**config.mk**
```make
export PLATFORM = sky130hd
export DESIGN_NAME = datapath_sequencer
export DESIGN_NICKNAME = d
export VERILOG_FILES = /design/src/rtl/datapath_sequencer_pkg.sv /design/src/rtl/datapath_sequencer_alu_funct_decoder.sv /design/src/rtl/datapath_sequencer.sv
export SDC_FILE = /design/constraint.sdc
export NUM_CORES = 1
export LEC_CHECK = 0
export CORE_MARGIN = 8
export CORE_UTILIZATION = 39
export DETAILED_ROUTE_END_ITERATION = 7
export MAX_ROUTING_LAYER = met4
export PLACE_DENSITY = 0.82
export SLEW_MARGIN = 25
export SYNTH_ARGS = -nofsm -noshare
export SYNTH_HDL_FRONTEND = slang
export SYNTH_SLANG_ARGS = --single-unit
```
**constraint.sdc**
```tcl
create_clock -name clk -period 1.8 [get_ports clk]
set_input_delay 0.36 -clock clk [delete_from_list [all_inputs] [get_ports clk]]
set_output_delay 0.36 -clock clk [all_outputs]
set_load 0.01 [all_outputs]
```
**src/rtl/datapath_sequencer_pkg.sv**
```systemverilog
// datapath_sequencer_pkg: state codes, opcode/funct constants and datapath select encodings
package datapath_sequencer_pkg;
  typedef enum logic [4:0] {
    S_RST, S_FETCH0, S_FETCH_WAIT, S_FETCH2, S_DECODE, S_EXEC_R, S_R_WB, S_ADDI_EX, S_ADDI_WB,
    S_ADDR, S_LW_RD, S_LW_WAIT, S_LW_WB, S_SW_WR, S_BEQ, S_JUMP, S_JR, S_ILLEGAL
  } state_t;
  localparam logic [5:0] OP_R = 6'h00, OP_J = 6'h02, OP_BEQ = 6'h04, OP_ADDI = 6'h08;
  localparam logic [5:0] OP_LW = 6'h23, OP_SW = 6'h2B;
  localparam logic [5:0] F_JR = 6'h08, F_ADD = 6'h20, F_SUB = 6'h22, F_AND = 6'h24, F_XOR = 6'h26;
  localparam logic [1:0] SRCA_PC = 2'b00, SRCA_A = 2'b01;
  localparam logic [2:0] SRCB_B = 3'b000, SRCB_4 = 3'b001, SRCB_IMM = 3'b010, SRCB_IMM_SH = 3'b011;
  localparam logic [2:0] SRCB_A = 3'b100;
  localparam logic [2:0] ALU_PASS = 3'b000, ALU_ADD = 3'b001, ALU_SUB = 3'b010, ALU_AND = 3'b011;
  localparam logic [2:0] ALU_XOR = 3'b110;
  localparam logic [1:0] PCS_ALU = 2'b00, PCS_ALUOUT = 2'b01, PCS_JUMP = 2'b10;
  localparam logic [1:0] RD_RT = 2'b00, RD_RD = 2'b01, M2R_ALUOUT = 2'b00, M2R_MDR = 2'b01;
  function automatic logic [31:0] alu_b_mux(input logic [2:0] sel, input logic [31:0] b,
                                            input logic [31:0] imm, input logic [31:0] a);
    return sel == SRCB_B ? b : sel == SRCB_4 ? 32'd4 : sel == SRCB_IMM ? imm :
           sel == SRCB_IMM_SH ? (imm << 2) : sel == SRCB_A ? a : '0;
  endfunction
endpackage

```
**src/rtl/datapath_sequencer_alu_funct_decoder.sv**
```systemverilog
// alu_funct_decoder: maps R-type funct to alu_op and flags unsupported functs
module alu_funct_decoder
  import datapath_sequencer_pkg::*;
(
  input  logic [5:0] i_funct,
  output logic [2:0] o_alu_op,
  output logic       o_valid
);
  always_comb begin
    o_alu_op = i_funct == F_ADD ? ALU_ADD : i_funct == F_SUB ? ALU_SUB :
               i_funct == F_AND ? ALU_AND : i_funct == F_XOR ? ALU_XOR : ALU_PASS;
    o_valid = i_funct == F_ADD || i_funct == F_SUB || i_funct == F_AND || i_funct == F_XOR;
  end
endmodule

```
**src/rtl/datapath_sequencer.sv**
```systemverilog
// datapath_sequencer: multicycle MIPS-style control FSM with configurable memory wait states
module datapath_sequencer
  import datapath_sequencer_pkg::*;
#(
  parameter int MEM_WAIT = 1
) (
  input  logic       clk,
  input  logic       reset,
  input  logic [5:0] opcode,
  input  logic [5:0] funct,
  input  logic       zero,
  output logic [1:0] alu_src_a,
  output logic [2:0] alu_src_b,
  output logic [2:0] alu_op,
  output logic       pc_write,
  output logic       mem_read,
  output logic       mem_write,
  output logic       iord,
  output logic       ir_write,
  output logic       mdr_write,
  output logic       aluout_write,
  output logic       reg_write,
  output logic [1:0] reg_dst,
  output logic [1:0] mem_to_reg,
  output logic [1:0] pc_source,
  output logic       illegal_op,
  output logic [4:0] state_out
);
  localparam logic [2:0] W_LOAD = 3'(MEM_WAIT - 1);
  state_t     r_state, w_dispatch;
  logic [2:0] r_cnt, w_fop;
  logic       r_illegal, w_fvalid;
  alu_funct_decoder u_dec (.i_funct(funct), .o_alu_op(w_fop), .o_valid(w_fvalid));
  assign w_dispatch = opcode == OP_R ? (funct == F_JR ? S_JR : S_EXEC_R) :
                      opcode == OP_ADDI ? S_ADDI_EX :
                      (opcode == OP_LW || opcode == OP_SW) ? S_ADDR :
                      opcode == OP_BEQ ? S_BEQ : opcode == OP_J ? S_JUMP : S_ILLEGAL;
  always_ff @(posedge clk)
    if (reset) begin
      r_state <= S_RST;
      r_cnt <= '0;
      r_illegal <= 1'b0;
    end else
      case (r_state)
        S_RST: r_state <= S_FETCH0;
        S_FETCH0: begin
          r_state <= S_FETCH_WAIT;
          r_cnt <= W_LOAD;
        end
        S_FETCH_WAIT: if (r_cnt == 3'd0) r_state <= S_FETCH2; else r_cnt <= r_cnt - 3'd1;
        S_FETCH2: r_state <= S_DECODE;
        S_DECODE: begin
          r_state <= w_dispatch;
          r_illegal <= w_dispatch == S_ILLEGAL;
        end
        S_EXEC_R: begin
          r_state <= w_fvalid ? S_R_WB : S_ILLEGAL;
          r_illegal <= !w_fvalid;
        end
        S_ADDI_EX: r_state <= S_ADDI_WB;
        S_ADDR: r_state <= opcode == OP_LW ? S_LW_RD : S_SW_WR;
        S_LW_RD: begin
          r_state <= S_LW_WAIT;
          r_cnt <= W_LOAD;
        end
        S_LW_WAIT: if (r_cnt == 3'd0) r_state <= S_LW_WB; else r_cnt <= r_cnt - 3'd1;
        S_ILLEGAL: r_state <= S_ILLEGAL;
        default: r_state <= S_FETCH0;
      endcase
  always_comb begin
    alu_src_a = SRCA_PC;
    alu_src_b = SRCB_B;
    alu_op = ALU_PASS;
    pc_write = 1'b0;
    mem_read = 1'b0;
    mem_write = 1'b0;
    iord = 1'b0;
    ir_write = 1'b0;
    mdr_write = 1'b0;
    aluout_write = 1'b0;
    reg_write = 1'b0;
    reg_dst = RD_RT;
    mem_to_reg = M2R_ALUOUT;
    pc_source = PCS_ALU;
    case (r_state)
      S_FETCH0: begin
        mem_read = 1'b1;
        alu_src_b = SRCB_4;
        alu_op = ALU_ADD;
        pc_write = 1'b1;
      end
      S_FETCH_WAIT: mem_read = 1'b1;
      S_FETCH2: ir_write = 1'b1;
      S_DECODE: begin
        alu_src_b = SRCB_IMM_SH;
        alu_op = ALU_ADD;
        aluout_write = 1'b1;
      end
      S_EXEC_R: begin
        alu_src_a = SRCA_A;
        alu_op = w_fop;
        aluout_write = 1'b1;
      end
      S_R_WB: begin
        reg_dst = RD_RD;
        reg_write = 1'b1;
      end
      S_ADDI_EX, S_ADDR: begin
        alu_src_a = SRCA_A;
        alu_src_b = SRCB_IMM;
        alu_op = ALU_ADD;
        aluout_write = 1'b1;
      end
      S_ADDI_WB: reg_write = 1'b1;
      S_LW_RD: begin
        iord = 1'b1;
        mem_read = 1'b1;
      end
      S_LW_WAIT: begin
        iord = 1'b1;
        mem_read = 1'b1;
        mdr_write = r_cnt == 3'd0;
      end
      S_LW_WB: begin
        mem_to_reg = M2R_MDR;
        reg_write = 1'b1;
      end
      S_SW_WR: begin
        iord = 1'b1;
        mem_write = 1'b1;
      end
      S_BEQ: begin
        alu_src_a = SRCA_A;
        alu_op = ALU_SUB;
        pc_source = PCS_ALUOUT;
        pc_write = zero;
      end
      S_JUMP: begin
        pc_source = PCS_JUMP;
        pc_write = 1'b1;
      end
      S_JR: begin
        alu_src_a = SRCA_A;
        pc_write = 1'b1;
      end
      default: ;
    endcase
  end
  assign illegal_op = r_illegal;
  assign state_out = r_state;
endmodule

```
==> impl_metrics.json, run 1 <==
{
  "whs_ns": 0.491,
  "place_ws_ns": -1.06,
  "violations": "setup timing",
  "syn_inst": 170,
  "rsz0062_at_grt": "yes",
  "async_flop_share_pct": 0,
  "area_delta_synth_final_pct": 88.0,
  "slowest_delay_ns": 0.56,
  "worst_ep_arrival_time_ns": 1.73,
  "final_util_pct": 76.4,
  "synth_area_per_cell_um2": 6.48,
  "critPathSlowestCell": "or4b_4",
  "final_hold_viol_count": 0,
  "critPathMaxFanout": 2,
  "fp.dieW_um": 69.1,
  "maxCapViolCount": 0,
  "grt_pass1_wl_um": 7130,
  "fmax_mhz": 478,
  "port_buffers": 38,
  "multi_input_area_um2": 975,
  "nets": 273,
  "cts_tree": "built",
  "layout_setup_ws_ns": -0.294,
  "fin_crit_sh_pct": 116,
  "final_antenna_net_count": 0,
  "hold_depth": 2,
  "hp-class": "reg -> reg",
  "crit_type": "in -> out",
  "core_region_area_um2": 2710,
  "first_iter_violations": 124,
  "final_common_cell": "buf_4",
  "cp_top_family": "simple AND/OR/NAND/NOR gates",
  "dieHeight_um": 69.1,
  "dp_cells": 274,
  "synth_area_leaders": "dfxtp_1, nor2_1, a21oi_1",
  "cp.depth": 7,
  "end_kind": "output port",
  "fin_crit_ns": 2.09,
  "initial_core_util_pct": 40.6,
  "reg2reg_depth": 7,
  "synth_warnings": 0,
  "cts_root_buf": "clkbuf_4",
  "layout.cells.non_filler": 286,
  "vias_per_cell": 5.95,
  "status": "finished with violations",
  "firstDrtPassIters": 5,
  "antenna_found_initial": 0,
  "yosysSeqAreaShare_pct": 16.4,
  "cp-start-kind": "primary input",
  "drv_slew": 0,
  "clkTransAtPathRegs_ns": 0.05,
  "power_density_nw_per_um2": 849,
  "path_buf_inv": 2,
  "clockBufferDepth": 2,
  "skew_ns": 0.0102,
  "pin_count": 43,
  "cts_hold_buf": 0,
  "vias": 1703,
  "ys.flop_type": "dfxtp_1",
  "numCtsBuffers": 3,
  "grt_pass1_vias": 1599,
  "cts.sinks": 9,
  "synth_cell_types": 45,
  "wirelength_um": 4730,
  "diodes": 0,
  "gr-total-overflow": 0,
  "die-area_um2": 4780,
  "final_cell_mix": "buf_4, buf_6, nor2_1, a21oi_1, clkdlybuf4s50_1",
  "drive_above_1_share_pct": 47.1,
  "worstPathRequired_ns": 1.44,
  "synth-seq-cells": 9,
  "wl_per_cell_um": 16.5,
  "drc": 0,
  "place.gp.congestion": 0.989,
  "cts_max_level": 1,
  "synth_top_area_share_pct": 16.4,
  "synth_edf_count": 0,
  "syn_area_um2": 1100,
  "dp_hpwl_um": 3350,
  "worstPathCellList": "buf_6, or4b_4, o311ai_4, o21ai_2, o32a_1, nor2_2, buf_2",
  "yosysTopAreaCell": "dfxtp_1",
  "grt.total_usage_pct": 17.3,
  "core.rowCount": 19,
  "max-vdd-ir-drop_mv": 1.06,
  "setup_viol": 5,
  "clk_latency_ns": 0.27,
  "seqCellArea_um2": 193,
  "finalPower_mw": 1.76,
  "nFillCells": 207,
  "p_leak_nw": 0.903,
  "grt_max_degree": 15
}
## layer usage
| metal | wire [µm] | vias to the layer above | GRT usage, % |
|---|---|---|---|
| met4 | 154 | 0 | 7.52 |
| met1 | 1720 | 794 | 18.2 |
| met5 | 0 | - | - |
| met2 | 2480 | 101 | 29.8 |
| met3 | 368 | 21 | 4.58 |
| li1 | - | 787 | - |
## power by group
group | internal [mW] | switching (mW) | leakage, nW
logic | 0.698 | 0.622 | 0.812
clock network | 0.0854 | 0.0718 | 0.0150
registers | 0.233 | 0.0475 | 0.0755
total | 1.02 | 0.741 | 0.903
## synth_stat cells (2+ instances only)
cell type and n:
a21oi_1 16, buf_2 8, inv_2 2, buf_1 2, a31o_2 2, nor2_1 23
xnor2_1 4, clkbuf_1 3, o21ai_0 11, nor3_1 14, nor3b_1 2, inv_1 3
ha_1 2, nor4_1 2, o32a_1 2, a211oi_1 3, buf_4 4, nand4_1 3
and2_1 2, or2_2 2, a22oi_1 5, or3_1 2, nand2b_1 5, o21ai_1 3
nand2_1 12, dfxtp_1 9, nor2b_1 2, and3_1 4, o22ai_1 2
## sequential cells by signal (all words and copies together), names as in the netlist
| name | count |
|---|---|
| illegal_op | 1 |
| r_cnt | 3 |
| state_out | 5 |
## stage by stage
step | setup TNS, ns | area [µm²]
floorplan | -0.102 | 1120
global placement | -5.28 | 1830
detailed placement | -5.88 | 1830
CTS | -0.929 | 1890
global route | -1.36 | 2070
finish | -0.870 | 2070
## worst register-to-register path, stage by stage (launching register included)
cell and delay [ns]:
dfxtp_4 0.39, clkbuf_16 0.16, or3b_4 0.38, buf_4 0.15, a21oi_1 0.19, nor2_1 0.10, a21oi_1 0.15, nor2_1 0.05
## worst paths after layout
path,startpoint,to,slack (ns)
setup / recovery,funct[0],alu_op[0],-0.29
hold / removal,r_cnt[1],r_cnt[1],0.49
hold reg to reg,r_cnt[1],r_cnt[1],0.49
setup reg to reg,state_out[1],r_cnt[1],0.11
## cell type report
cell class	count	area share [%]
multi-input cells	142	47.1
repair buffers	95	39.5
flip-flops and latches	9	9.31
well taps	31	1.87
clock buffers	4	1.27
inverters	5	0.907
## what timing repair did
item / in CTS / in global routing
gates cloned: 0 / 1
pin swaps: 13 / 11
endpoints found under the setup margin: 21 / 19
resized for setup: 96 / 50
setup buffers: 3 / 4
## logic make-up (layout without fill, tap and decap cells)
kind of cell,Yosys count,after routing,share of synthesized area [%]
adder cells (fa/ha/maj),2,2,2.27
buffers and inverters,22,104,9.77
AO/OA/AOI/OAI,52,52,30.2
flip-flops,9,9,16.4
other,1,4,0.341
XOR/XNOR,5,5,3.98
AND/OR/NAND/NOR,79,79,37.0
Power figures use the tool's default switching activity.
==> inputs of run 2 (changes only) <==
==> constraint.sdc (replaced) <==
create_clock -name clk -period 1.8 [get_ports clk]
set_input_delay 0.18 -clock clk [delete_from_list [all_inputs] [get_ports clk]]
set_output_delay 0.18 -clock clk [all_outputs]
set_load 0.01 [all_outputs]
==> run 2 against run 1 <==
Effect of this change: the run now ends clean; clock power fell by 3%; register-to-register slack better by 0.03 ns; die area unchanged; routed wire length shrank 17%; non-clock buffer count down 8; first-iteration DRC count down 23%; final cell count down 2.8%; core utilization decreased by 7.9 points; sequential share of layout area grew 1.1 points.
==> impl_metrics.json, run 2 (synthesized netlist as in run 1, its figures left out) <==
{
  "setup_viol": 0,
  "vias": 1509,
  "clkTransAtPathRegs_ns": 0.05,
  "fp.dieW_um": 69.1,
  "worst_ep_arrival_time_ns": 1.61,
  "clockBufferDepth": 2,
  "dieHeight_um": 69.1,
  "grt_max_degree": 13,
  "max-vdd-ir-drop_mv": 0.958,
  "p_leak_nw": 0.834,
  "pin_count": 43,
  "grt_pass1_wl_um": 6600,
  "port_buffers": 38,
  "design_area_um2": 1860,
  "wl_per_cell_um": 14.1,
  "whs_ns": 0.495,
  "diodes": 0,
  "firstDrtPassIters": 4,
  "layout_setup_ws_ns": 0.00913,
  "core.rowCount": 19,
  "cp-start-kind": "primary input",
  "cts_root_buf": "clkbuf_4",
  "initial_core_util_pct": 40.6,
  "clk_latency_ns": 0.26,
  "skew_ns": 0.00697,
  "vias_per_cell": 5.43,
  "cts_tree": "built",
  "rsz0062_at_grt": "yes",
  "wirelength_um": 3930,
  "placed_area_um2": 1820,
  "drive_above_1_share_pct": 34.8,
  "place_ws_ns": -0.640,
  "fin_crit_sh_pct": 99.5,
  "numCtsBuffers": 3,
  "gr-total-overflow": 0,
  "drv_slew": 0,
  "nets": 265,
  "final_cell_mix": "buf_4, nor2_1, clkdlybuf4s50_1, a21oi_1, nor3_1",
  "drc": 0,
  "cts_hold_buf": 0,
  "fin_crit_ns": 1.79,
  "critPathMaxFanout": 3,
  "worstPathRequired_ns": 1.62,
  "tns_ns": 0,
  "hp-class": "reg -> reg",
  "power_density_nw_per_um2": 841,
  "cts.sinks": 9,
  "fmax_mhz": 558,
  "status": "finished, final reports clean",
  "largest_register_ffs": 5,
  "hold_depth": 2,
  "grt_pass1_vias": 1434,
  "place.gp.congestion": 0.942,
  "die-area_um2": 4780,
  "core_region_area_um2": 2710,
  "dp_hpwl_um": 3100,
  "reg2reg_slack_ns": 0.14,
  "maxCapViolCount": 0,
  "final_hold_viol_count": 0,
  "antenna_found_initial": 0,
  "area_delta_synth_final_pct": 68.5,
  "crit_type": "in -> out",
  "end_kind": "output port",
  "finalPower_mw": 1.56,
  "grt.total_usage_pct": 16.0,
  "first_iter_violations": 95,
  "final_antenna_net_count": 0,
  "final_common_cell": "buf_4",
  "cts_max_level": 1,
  "reg2reg_depth": 7
}
==> run 2: area by class of cell <==
cell class,instances,area (µm²)
Multi-Input combinational cell,142,880
Inverter,5,18.8
Clock buffer,4,26.3
Tap cell,31,38.8
Timing Repair Buffer,87,699
Sequential cell,9,193
Fill cell,228,855
==> run 2: repair_timing <==
action,4_1_cts,5_1_grt
gates resized for setup,49,28
setup endpoints to repair,19,10
pin swaps,4,6
buffers inserted,0,1
==> run 2: critical path: stages <==
cell and delay [ns]:
buf_6 0.09, or4b_4 0.56, o311ai_4 0.29, o21ai_1 0.09
o32a_1 0.17, nor2_1 0.09, buf_2 0.13
==> run 2: path summary, 6_finish.rpt <==
| check | start | to |
|---|---|---|
| worst max register to register | state_out[3] | r_cnt[1] |
| worst min register to register | r_cnt[1] | r_cnt[1] |
| worst min-delay path | r_cnt[1] | r_cnt[1] |
| worst max-delay path | funct[4] | alu_op[0] |
==> run 2: layer usage <==
layer  vias to the layer above  track usage [%]  share of wire [%]
met3                         6             3.86                5.4
met1                       689             18.7                 43
met2                        49             26.8                 50
met4                         0             3.42                1.6
met5                         -                -                  0
li1                        765                -                  -
==> run 2: power breakdown <==
| group | total, mW | switching [mW] | internal, mW | leakage (nW) |
|---|---|---|---|---|
| Clock | 0.153 | 0.0677 | 0.0852 | 0.0150 |
| Sequential | 0.270 | 0.0379 | 0.232 | 0.0755 |
| Combinational | 1.14 | 0.535 | 0.602 | 0.743 |
| Total | 1.56 | 0.640 | 0.920 | 0.834 |
==> run 2: through the flow <==
| step | util, % | std cells |
|---|---|---|
| finish | 68.5 | 278 |
| global route | 68.5 | 278 |
| CTS | 68.1 | 277 |
| detailed placement | 67.0 | 273 |
| global placement | 67.0 | 273 |
| floorplan | - | 173 |
==> edit 1, RTL diff (flow settings as in run 2) <==
Make the reset (`reset`) asynchronous in one clocked block.
--- a/src/rtl/datapath_sequencer.sv
+++ b/src/rtl/datapath_sequencer.sv
@@ -35,7 +35,7 @@
                       opcode == OP_ADDI ? S_ADDI_EX :
                       (opcode == OP_LW || opcode == OP_SW) ? S_ADDR :
                       opcode == OP_BEQ ? S_BEQ : opcode == OP_J ? S_JUMP : S_ILLEGAL;
-  always_ff @(posedge clk)
+  always_ff @(posedge clk or posedge reset)
     if (reset) begin
       r_state <= S_RST;
       r_cnt <= '0;
Check against the original RTL: differs if reset is asserted again (counterexample within 4 cycles, from zero or initial values and one cycle with reset high); with reset held inactive, the same outputs for 10 cycles.
==> edit 1 against run 2 <==
The run now ends with negative setup slack left; core utilization rose by 4.5 points; setup slack got worse by 0.020 ns; sequential cell count did not move; total power rose by 60%; sequential share of layout area rose by 1.1 points; area after synthesis rose by 0.23%; routed wire length rose by 12%; sequential power rose by 28%; cell area rose by 7.6%; register-to-register slack got worse by 0.15 ns; largest power group unchanged.
==> edit 1: results (changes against run 2) <==
{| class="wikitable"
! Metric !! Value
|-
| Worst path setup slack after routing || -0.0108 ns (-0.0200 ns)
|-
| Maximum fanout encountered on the critical timing path || 7 (+4)
|-
| Static leakage || 0.928 nW (+11%)
|-
| Top area cells in the synthesized netlist || sky130_fd_sc_hd__dfrtp_1 20%, sky130_fd_sc_hd__nor2_1 9.5%, sky130_fd_sc_hd__a21oi_1 5.4%
|-
| Final number of setup-violating endpoints || 1 (+1)
|-
| Number of unique standard cell types used by synthesis || 40 (-11%)
|-
| Pin count of the biggest net entering global routing || 15 (+2)
|-
| Placer Congestion || 0.903 (-4.1%)
|-
| Worst vdd rail ir drop || 0.00116 V (+21%)
|-
| Fraction of final layout cells with drive strength greater than 1 || 0.399 (+0.0510)
|-
| Number of clock buffers inserted by TritonCTS || 3 (unchanged)
|-
| Dpl ws || -0.583 ns (+0.0574 ns)
|-
| Layout Skew || 0.00600 ns (-0.000973 ns)
|-
| Fill cells || 200 (-12%)
|-
| ANT cells || 0 (unchanged)
|-
| Top cells by instance count after synthesis || 28 x sky130_fd_sc_hd__nor2_1, 12 x sky130_fd_sc_hd__a21oi_1, 12 x sky130_fd_sc_hd__nor3_1
|-
| Worst path arrival time || 2.00 ns (+0.39 ns)
|-
| Cell area reported after detailed placement || 1820 um^2 (about the same)
|-
| Via total after detailed routing || 1529 (+1.3%)
|-
| Synthesized netlist cell count || 166 (-2.4%)
|-
| Family with the most delay on the worst path || simple AND/OR/NAND/NOR gates
|-
| Global-route wire length before repair || 7040 um (+6.6%)
|-
| # placed instances || 271 (-0.73%)
|-
| Detail Placement HPWL || 3210 um (+3.6%)
|-
| Max reg flops || 5 (unchanged)
|-
| Drt pass-1 iters || 4 (unchanged)
|-
| Result of the run || finished, violations left
|-
| Clock Tree Buf Depth || 2 (unchanged)
|-
| Share of flip-flops with an asynchronous set or reset after synthesis || 1.00 (+1.00)
|-
| Failing checks || negative setup slack
|-
| Reg2reg start || state_out[1]
|-
| Capture point of the worst reg-to-reg path || illegal_op
|-
| Global router's overall resource usage || 0.173 (+0.0132)
|-
| Critical-path top delay cell || sky130_fd_sc_hd__or4_4
|-
| Number of buffer cells added on primary ports || 38 (unchanged)
|-
| First-iteration detailed-routing DRC count || 102 (+7.4%)
|-
| Cell depth of the worst flop-to-flop path || 4 (-3)
|-
| Post-route insts no fill || 279 (+0.36%)
|-
| Number of warnings reported in the yosys synthesis log || 0 (unchanged)
|-
| Share of the yosys chip area belonging to registers || 0.204 (+0.0404)
|-
| Element type at the critical path start || flip-flop
|-
| Initial antenna violation count || 0 (unchanged)
|-
| Synth Flop Type || sky130_fd_sc_hd__dfrtp_1
|-
| Latest clock arrival within the worst-skew pair || 0.27 ns
|-
| HP Class || primary input to asynchronous set/reset pin
|-
| Average wire per standard cell || 15.8 um (+12%)
|-
| Clock-pin slew on the worst setup and hold paths || roughly 0.060 ns
|-
| Largest stage delay on the critical path || 0.57 ns
|-
| CTS Root Cell || sky130_fd_sc_hd__clkbuf_4
|-
| Via count of the first global-routing pass || 1560 (+8.8%)
|-
| Number of H-tree levels || 1 (unchanged)
|}
-- edit 1: cell types whose count changed after synthesis, sizes merged, moves of 5 or more --
cell          run 2  this run
a22oi             5         0
buf              14         9
nor2             23        28
dfrtp             0         9
dfxtp             9         0
-- edit 1: cells by family after synthesis --
logic type,Yosys count,synth area share
buffers and inverters,23,0.101
AO/OA/AOI/OAI,35,0.186
multiplexers,2,0.0193
adder cells (fa/ha/maj),2,0.0227
other,1,0.00340
flip-flops,9,0.204
AND/OR/NAND/NOR,89,0.424
XOR/XNOR,5,0.0397
-- edit 1: where the power goes --
| part | internal, mW | switching (mW) |
|---|---|---|
| clock network | 0.0857 | 0.0748 |
| logic | 1.02 | 0.973 |
| registers | 0.264 | 0.0824 |
-- edit 1: repair_timing --
| action | 4_1_cts | 5_1_grt |
|---|---|---|
| hold buffers | 0 | 0 |
| pin swaps | 10 | 10 |
| resized for setup | 64 | 39 |
| setup endpoints to repair | 23 | 17 |
| buffers inserted | 3 | 2 |
-- edit 1: worst reg2reg max path, delay by kind of cell, from the launching register on --
kind | cells | cell delay (ns)
and+or+nand+nor | 2 | 0.96
DFF | 1 | 0.46
buffers and inverters | 1 | 0.18
AOI/OAI and AO/OA | 1 | 0.14
-- edit 1: routing by layer --
metal	wire length, um	up-vias	global-route usage
li1	-	742	-
met1	1790	719	0.188
met2	2320	55	0.309
met3	195	13	0.0315
met4	97	0	0.0501
met5	0	-	-
-- edit 1: how the worst max path moves through the flow --
| stage | endpoint | slack (ns) | depth (start not counted) |
|---|---|---|---|
| after CTS | alu_src_b[1] | 0.004 | 5 |
| final | illegal_op | -0.01 | 4 |
| after global routing | illegal_op | -0.04 | 4 |
| after floorplan | r_cnt[2] | 0.06 | 8 |
| after detailed placement | alu_op[1] | -0.58 | 6 |
| after global placement | alu_op[0] | -0.53 | 7 |
-- edit 1: through the flow --
stage          TNS, ns  hold WS, ns  utilization
6_report       -0.0108        0.167        0.730
5_1_grt         -0.136        0.206        0.730
4_1_cts              0        0.176        0.692
3_5_place_dp     -2.78        0.465        0.665
3_3_place_gp     -2.68        0.458        0.665
2_1_floorplan        0      0.00792            -
-- edit 1: cell type report --
type                    instances  area share
clock buffers                   4      0.0132
inverters                       7      0.0132
multi-input cells             137       0.461
flip-flops and latches          9       0.115
well taps                      31      0.0194
repair buffers                 91       0.379
==> edit 2, RTL diff (settings of run 2) <==
Made on the original files. Register the inputs `opcode`, `funct` and `zero` before use. The logic sees them one clock later.
--- a/src/rtl/datapath_sequencer.sv
+++ b/src/rtl/datapath_sequencer.sv
@@ -27,14 +27,25 @@
   output logic [4:0] state_out
 );
   localparam logic [2:0] W_LOAD = 3'(MEM_WAIT - 1);
+
+  logic [5:0] opcode_q;
+  logic [5:0] funct_q;
+  logic zero_q;
+
+  always_ff @(posedge clk) begin
+    opcode_q <= opcode;
+    funct_q  <= funct;
+    zero_q   <= zero;
+  end
+
   state_t     r_state, w_dispatch;
   logic [2:0] r_cnt, w_fop;
   logic       r_illegal, w_fvalid;
-  alu_funct_decoder u_dec (.i_funct(funct), .o_alu_op(w_fop), .o_valid(w_fvalid));
-  assign w_dispatch = opcode == OP_R ? (funct == F_JR ? S_JR : S_EXEC_R) :
-                      opcode == OP_ADDI ? S_ADDI_EX :
-                      (opcode == OP_LW || opcode == OP_SW) ? S_ADDR :
-                      opcode == OP_BEQ ? S_BEQ : opcode == OP_J ? S_JUMP : S_ILLEGAL;
+  alu_funct_decoder u_dec (.i_funct(funct_q), .o_alu_op(w_fop), .o_valid(w_fvalid));
+  assign w_dispatch = opcode_q == OP_R ? (funct_q == F_JR ? S_JR : S_EXEC_R) :
+                      opcode_q == OP_ADDI ? S_ADDI_EX :
+                      (opcode_q == OP_LW || opcode_q == OP_SW) ? S_ADDR :
+                      opcode_q == OP_BEQ ? S_BEQ : opcode_q == OP_J ? S_JUMP : S_ILLEGAL;
   always_ff @(posedge clk)
     if (reset) begin
       r_state <= S_RST;
@@ -58,7 +69,7 @@
           r_illegal <= !w_fvalid;
         end
         S_ADDI_EX: r_state <= S_ADDI_WB;
-        S_ADDR: r_state <= opcode == OP_LW ? S_LW_RD : S_SW_WR;
+        S_ADDR: r_state <= opcode_q == OP_LW ? S_LW_RD : S_SW_WR;
         S_LW_RD: begin
           r_state <= S_LW_WAIT;
           r_cnt <= W_LOAD;
@@ -133,7 +144,7 @@
         alu_src_a = SRCA_A;
         alu_op = ALU_SUB;
         pc_source = PCS_ALUOUT;
-        pc_write = zero;
+        pc_write = zero_q;
       end
       S_JUMP: begin
         pc_source = PCS_JUMP;
Check against the original RTL: not equivalent (a bounded check fails within 10 cycles, from zero or initial values and one cycle with reset high).
==> edit 2 against run 2 <==
The run now ends with negative setup slack left; cell count rose by 8.3%; cell area rose by 15%; maximum frequency fell by 2.9%; routed wire length rose by 12%; sequential cell count rose by 13; clock skew fell by 0.0012 ns; setup slack got worse by 0.054 ns; sequential power rose by 120%; core utilization fell by 8.9 points; total power rose by 27%; area after synthesis rose by 28%.
==> edit 2: results (changes against run 2) <==
{| class="wikitable"
! Metric !! Value
|-
| Final number of setup-violating endpoints || 2 (+2)
|-
| Sequential power || 0.586 mW (+120%)
|-
| Largest stage delay on the critical path || 0.54 ns (-0.02 ns)
|-
| Final TNS setup || -0.0702 ns (-0.0702 ns)
|-
| Top area cells in the synthesized netlist || sky130_fd_sc_hd__dfxtp_1 31%, sky130_fd_sc_hd__nor2_1 6.4%, sky130_fd_sc_hd__clkbuf_8 4.9%
|-
| Cell depth of the worst flop-to-flop path || 6 (-1)
|-
| Layout-stage area growth over the synthesis result || 51.1%
|-
| Critical path startpoint || funct_q[3]
|-
| Post-route insts no fill || 301 (+8.3%)
|-
| Relative contribution of the clock network to total power || 0.109 (+0.011)
|-
| HP Class || primary input to flip-flop
|-
| Post-CTS setup buffer count || 3 (+3)
|-
| Worst path setup slack after routing || -0.0452 ns (-0.0543 ns)
|-
| Clock-pin slew on the worst setup and hold paths || 0.11 ns (+0.06 ns)
|-
| Failing checks || negative setup slack
|-
| Last element of the critical path || alu_op[2]
|-
| Hold Startpoint || opcode[4]
|-
| Latest clock arrival within the worst-skew pair || 0.30 ns (+0.04 ns)
|-
| Result of the run || finished, violations left
|-
| Capture point of the worst reg-to-reg path || state_out[2]
|-
| Fraction of final layout cells with drive strength greater than 1 || 0.379 (+0.0313)
|-
| Global-route wire length before repair || 7180 um (+8.7%)
|-
| # placed instances || 290 (+6.2%)
|-
| Share of the yosys chip area belonging to registers || 0.312 (+0.148)
|-
| Top cells by instance count after synthesis || 24 x sky130_fd_sc_hd__nor2_1, 22 x sky130_fd_sc_hd__dfxtp_1, 15 x sky130_fd_sc_hd__nand2_1
|-
| Slack of the worst reg-to-reg path || 0.04 ns (-0.10 ns)
|-
| Static leakage || 0.919 nW (+10%)
|}
-- edit 2: routing by layer --
layer,part of all wire,track usage,vias to the layer above,routed length [um]
li1,-,-,777,-
met1,0.40,0.162,727,1760
met2,0.51,0.260,58,2260
met3,0.065,0.0354,9,288
met4,0.021,0.0577,0,94
met5,0,-,-,0
-- edit 2: area by class of cell --
cell class / instances / area, um^2 / area share
clock buffers: 3 / 22.5 / 0.0106
inverters: 5 / 18.8 / 0.00880
multi-input cells: 137 / 896 / 0.420
flip-flops and latches: 22 / 454 / 0.213
well taps: 48 / 60.1 / 0.0282
repair buffers: 86 / 681 / 0.319
-- edit 2: cell families after synthesis --
group                    Yosys count  synth area share
AND/OR/NAND/NOR                   82             0.301
other                              1           0.00266
XOR/XNOR                           4            0.0248
buffers and inverters             21             0.121
multiplexers                       1           0.00798
AO/OA/AOI/OAI                     43             0.207
adder cells (fa/ha/maj)            3            0.0248
flip-flops                        22             0.312
